File: config.mk
export PLATFORM = sky130hd
export DESIGN_NAME = button_step_generator
export DESIGN_NICKNAME = d
export VERILOG_FILES = /design/src/rtl/button_step_generator.sv
export SDC_FILE = /design/constraint.sdc
export NUM_CORES = 1
export LEC_CHECK = 0
export BUFFER_PORTS_ARGS = -buffer_cell sky130_fd_sc_hd__buf_4
export CAP_MARGIN = 10
export CORE_MARGIN = 4
export CORE_UTILIZATION = 32
export CTS_CLUSTER_SIZE = 12
export DETAILED_ROUTE_END_ITERATION = 8
export GPL_TIMING_DRIVEN = 0
export PLACE_DENSITY_LB_ADDON = 0.1
export SETUP_SLACK_MARGIN = 0.2
export SYNTH_ARGS = -nofsm -noshare
export SYNTH_HDL_FRONTEND = slang
export SYNTH_SLANG_ARGS = --single-unit
File: constraint.sdc
create_clock -name clk -period 2.6 [get_ports clk]
set_clock_uncertainty 0.15 [all_clocks]
set_input_delay 0.13 -clock clk [delete_from_list [all_inputs] [get_ports clk]]
set_output_delay 0.13 -clock clk [all_outputs]
set_load 0.01 [all_outputs]
File: src/rtl/button_step_generator.sv
// button_step_generator
//   Turns a raw, bouncing push-button into a clean one-cycle step pulse with
//   debounce on press and release, plus optional auto-repeat while held.
//
// Ports:
//   clk        rising-edge clock
//   reset_n    asynchronous active-low reset
//   btn_in     raw button, asynchronous to clk, may bounce
//   repeat_en  synchronous level, enables auto-repeat while held
//   step       registered one-cycle pulse (feeds a counter enable)
//   btn_level  registered debounced button level
module button_step_generator #(
  parameter int unsigned DB_CYCLES     = 4,
  parameter int unsigned HOLD_CYCLES   = 10,
  parameter int unsigned REPEAT_CYCLES = 3
) (
  input  logic clk,
  input  logic reset_n,
  input  logic btn_in,
  input  logic repeat_en,
  output logic step,
  output logic btn_level
);

  localparam int unsigned MAX_DH  = (DB_CYCLES > HOLD_CYCLES) ? DB_CYCLES : HOLD_CYCLES;
  localparam int unsigned MAX_CYC = (MAX_DH > REPEAT_CYCLES) ? MAX_DH : REPEAT_CYCLES;
  localparam int unsigned TW      = $clog2(MAX_CYC);

  localparam logic [TW-1:0] DB_LAST   = TW'(DB_CYCLES - 1);
  localparam logic [TW-1:0] HOLD_LAST = TW'(HOLD_CYCLES - 1);
  localparam logic [TW-1:0] REP_LAST  = TW'(REPEAT_CYCLES - 1);

  localparam logic [2:0] IDLE     = 3'd0;
  localparam logic [2:0] DB_PRESS = 3'd1;
  localparam logic [2:0] HELD     = 3'd2;
  localparam logic [2:0] REPEAT   = 3'd3;
  localparam logic [2:0] DB_REL   = 3'd4;

  logic          s1;
  logic          btn_s;
  logic [2:0]    state_q, state_d;
  logic [TW-1:0] timer_q, timer_d;
  logic          step_d;
  logic          btn_level_d;

  // Two-flop synchronizer; only btn_s is seen by the FSM.
  always_ff @(posedge clk or negedge reset_n) begin
    if (!reset_n) begin
      s1    <= 1'b0;
      btn_s <= 1'b0;
    end else begin
      s1    <= btn_in;
      btn_s <= s1;
    end
  end

  // Every branch either clears the timer on a transition or increments it
  // below its terminal value, so it never wraps.
  always_comb begin
    state_d = state_q;
    timer_d = timer_q;
    step_d  = 1'b0;
    case (state_q)
      IDLE: begin
        timer_d = '0;
        if (btn_s) state_d = DB_PRESS;
      end
      DB_PRESS: begin
        if (!btn_s) begin
          state_d = IDLE;
          timer_d = '0;
        end else if (timer_q == DB_LAST) begin
          state_d = HELD;
          timer_d = '0;
          step_d  = 1'b1;
        end else begin
          timer_d = timer_q + TW'(1);
        end
      end
      HELD: begin
        if (!btn_s) begin
          state_d = DB_REL;
          timer_d = '0;
        end else if (timer_q == HOLD_LAST) begin
          // Saturate here until repeat is enabled.
          if (repeat_en) begin
            state_d = REPEAT;
            timer_d = '0;
            step_d  = 1'b1;
          end
        end else begin
          timer_d = timer_q + TW'(1);
        end
      end
      REPEAT: begin
        if (!btn_s) begin
          state_d = DB_REL;
          timer_d = '0;
        end else if (!repeat_en) begin
          state_d = HELD;
          timer_d = '0;
        end else if (timer_q == REP_LAST) begin
          timer_d = '0;
          step_d  = 1'b1;
        end else begin
          timer_d = timer_q + TW'(1);
        end
      end
      DB_REL: begin
        if (btn_s) begin
          // Release was a glitch: back to held, hold delay restarts.
          state_d = HELD;
          timer_d = '0;
        end else if (timer_q == DB_LAST) begin
          state_d = IDLE;
          timer_d = '0;
        end else begin
          timer_d = timer_q + TW'(1);
        end
      end
      default: begin
        state_d = IDLE;
        timer_d = '0;
      end
    endcase
  end

  always_comb begin
    btn_level_d = (state_d == HELD) || (state_d == REPEAT) || (state_d == DB_REL);
  end

  always_ff @(posedge clk or negedge reset_n) begin
    if (!reset_n) begin
      state_q   <= IDLE;
      timer_q   <= '0;
      step      <= 1'b0;
      btn_level <= 1'b0;
    end else begin
      state_q   <= state_d;
      timer_q   <= timer_d;
      step      <= step_d;
      btn_level <= btn_level_d;
    end
  end

endmodule

==> summary.txt <==
Timing
  • Setup-failing EPs final: 0
  • Tmin final: 1.80 ns
  • Crit share post-route: 0.694
  • Max_slew headroom: 0.790
  • Setup TNS: 0 ns
  • RSZ-0062 raised after global routing: no
  • Fin Hold WS: 0.00992 ns
  • Slew @ Worst Pin: about 0.31 ns
  • Hold Vio Cnt, Final: 0
  • Max-slew violation count: 0
  • Fmax achieved: 555 MHz

Clock tree
  • Clock sink count: 11
  • CTS H-tree lvls: 1
  • Clock latency on the worst-skew pair: 0.26 ns
  • Resized cells post-CTS: 0
  • Clock tree from TritonCTS: built
  • Root buffer cell: clkbuf_4
  • Hold-fix buffer count after cts: 2
  • Postcts setup bufs: 0
  • Deepest clock path buffer count: 2
  • Clock-pin transition on the worst setup and hold timing paths: approximately 0.070 ns
  • Total CTS buffers: 3

Power
  • Total Power: 0.327 mW
  • P per Cell Area: ~430 nW/µm²
  • Max IR drop VDD: 0.211 mV
  • Pleak: 0.322 nW

Setup path
  • CP top delay family: simple AND/OR/NAND/NOR gates
  • Worst Setup SP: timer_q[0]
  • R2R Path Start: timer_q[0]
  • Worst Setup Start Kind: flop
  • Critical-path top delay cell: dfrtp_1
  • CP Data Arrival Time: between 1.5 and 2 ns
  • Worst Path Required: 2.59 ns
  • Crit path largest cell delay: 0.44 ns
  • CP Max Fanout: 6
  • Critical path class: reg -> reg
  • CP Capture Type: flop
  • Bufs and invs on worst path: 1
  • Worst-path cell chain: inv_1 -> ha_1 -> or3b_1 -> nor3b_1 -> nor3_2 -> a21oi_1

Min path
  • Worst hold path class: in -> reg
  • Hold_sp: repeat_en

Drt
  • Drt pass-1 iters: 4
  • Number of vias per cell: 4.78
  • Routed vias: 478
  • WL final: ~1100 µm
  • DRT antenna net count: 0
  • Initial drt markers: 2
  • DRC Markers: 0
  • Routed len/inst: 10.9 µm

Place
  • Final HPWL DP: roughly 830 µm
  • PortBufs: 5
  • Inst Count DP: 94
  • Gp weighted congestion: 0.784

Floorplanning
  • Die Ht: 52.9 µm
  • Die Area: between 2000 and 3000 µm²
  • I/O pins: 6
  • Starting Density: 0.354
  • Rows: 15
  • Die Width: ~53 µm
  • Core area: 1820 µm²

Final layout
  • Layout cells sized above 1: 0.213
  • Layout area overhead: 17.9%
  • Most common cell after layout, fill and taps aside: dfrtp_1
  • Final-layout fill cell count: 178
  • Most frequent cells in the layout: 11 x dfrtp_1, 6 x buf_4, 6 x nor2_1, 5 x a21oi_1, 4 x o21ai_0
  • Final cell count without fillers: 100
  • Nets: 83
  • Antenna diode count: 0

Logic synthesis
  • Sequential share of the synthesized area: 0.427
  • #FFs+latches synth: 11
  • Netlist cell types: 30
  • Mapped Area: 644 µm²
  • Syn. warnings: 0
  • Post-synth net total: 71
  • Gate Count Post-Synth: 64
  • Synthesized area per cell: 10.1 µm²

Global route
  • Vias in the first global route: 433
  • Total global routing overflow: 0
  • First-pass GRT wire length: between 1500 and 2000 µm
  • Initial antenna violation count: 0
  • Largest net degree at the start of global routing: 12
  • All-Layer GR Usage: 0.0939

Status
  • Status: finished clean

Flow run
  • Max cap viols: 0
==> final cells by class <==
cell class              count  area [µm²]  share of cell area
multi-input cells          49         343               0.451
flip-flops and latches     11         275               0.362
repair buffers              7        57.6              0.0758
well taps                  25        31.3              0.0412
clock buffers               4        26.3              0.0346
plain buffers               2        18.8              0.0247
inverters                   2        7.51             0.00988
==> flip-flops by register name, summed over array words and instances, names as in the netlist <==
register / flops
step: 1
btn_s: 1
timer_q: 4
btn_level: 1
s1: 1
state_q: 3
==> synthesized netlist by cell type (all sizes together) <==
cell type,count,area share
and2b,1,0.012
nand4bb,1,0.017
a211oi,2,0.031
a31oi,1,0.0097
dfrtp,11,0.43
nor2,6,0.035
nand2b,2,0.019
a21oi,5,0.039
or3b,2,0.027
inv,2,0.012
o221ai,1,0.023
nor3,2,0.023
o21ai,5,0.045
o21a,1,0.012
nand3b,3,0.035
nand2,3,0.017
nor3b,3,0.043
and3b,1,0.014
buf,2,0.029
mux2i,1,0.016
xor2,1,0.014
ha,3,0.058
or3,1,0.0097
or2,1,0.0097
nand3,3,0.023
==> path summary, 6_finish.rpt <==
path | slack, ns | end | depth (start not counted)
min in group asynchronous | 0.07 | state_q[2] | 2
hold reg to reg | 0.20 | btn_s | 0
setup / recovery | 0.80 | timer_q[3] | 6
hold / removal | 0.01 | step | 3
setup reg to reg | 0.80 | timer_q[3] | 6
max in group asynchronous | 2.08 | timer_q[1] | 2
==> routing by layer <==
metal / part of all wire / vias up / wire length [µm] / global-route usage
met5: 0 / - / 0 / 0
met1: 0.49 / 217 / 531 / 0.116
li1: - / 250 / - / -
met4: 0.0065 / 0 / 7 / 0.0255
met3: 0.045 / 2 / 49 / 0.0507
met2: 0.46 / 9 / 497 / 0.140
==> power by group <==
group | leakage (nW) | switching (mW) | internal, mW
logic | 0.161 | 0.0158 | 0.0157
clock network | 0.0150 | 0.0546 | 0.0593
registers | 0.146 | 0.00521 | 0.176
total | 0.322 | 0.0756 | 0.251
==> kinds of logic (layout without fill, tap and decap cells) <==
family / after synthesis / after routing / synth area share
multiplexers: 1 / 1 / 0.0155
buffers and inverters: 4 / 15 / 0.0408
adder cells (fa/ha/maj): 3 / 3 / 0.0583
flip-flops: 11 / 11 / 0.427
AND/OR/NAND/NOR: 29 / 29 / 0.285
XOR/XNOR: 1 / 1 / 0.0136
AO/OA/AOI/OAI: 15 / 15 / 0.159
==> worst min-delay path: stages <==
cell and delay, ns:
buf_4 0.12, nand3_1 0.07, a21oi_1 0.06
==> per-stage QoR <==
step / worst slack [ns] / area, µm² / util
6_report: 0.797 / 759 / 0.417
5_1_grt: 0.667 / 759 / 0.417
4_1_cts: 0.790 / 759 / 0.417
3_5_place_dp: 0.802 / 713 / 0.392
3_3_place_gp: 0.808 / 713 / 0.392
2_1_floorplan: 0.939 / 644 / -
No activity file was read; power rests on OpenSTA's default activity.
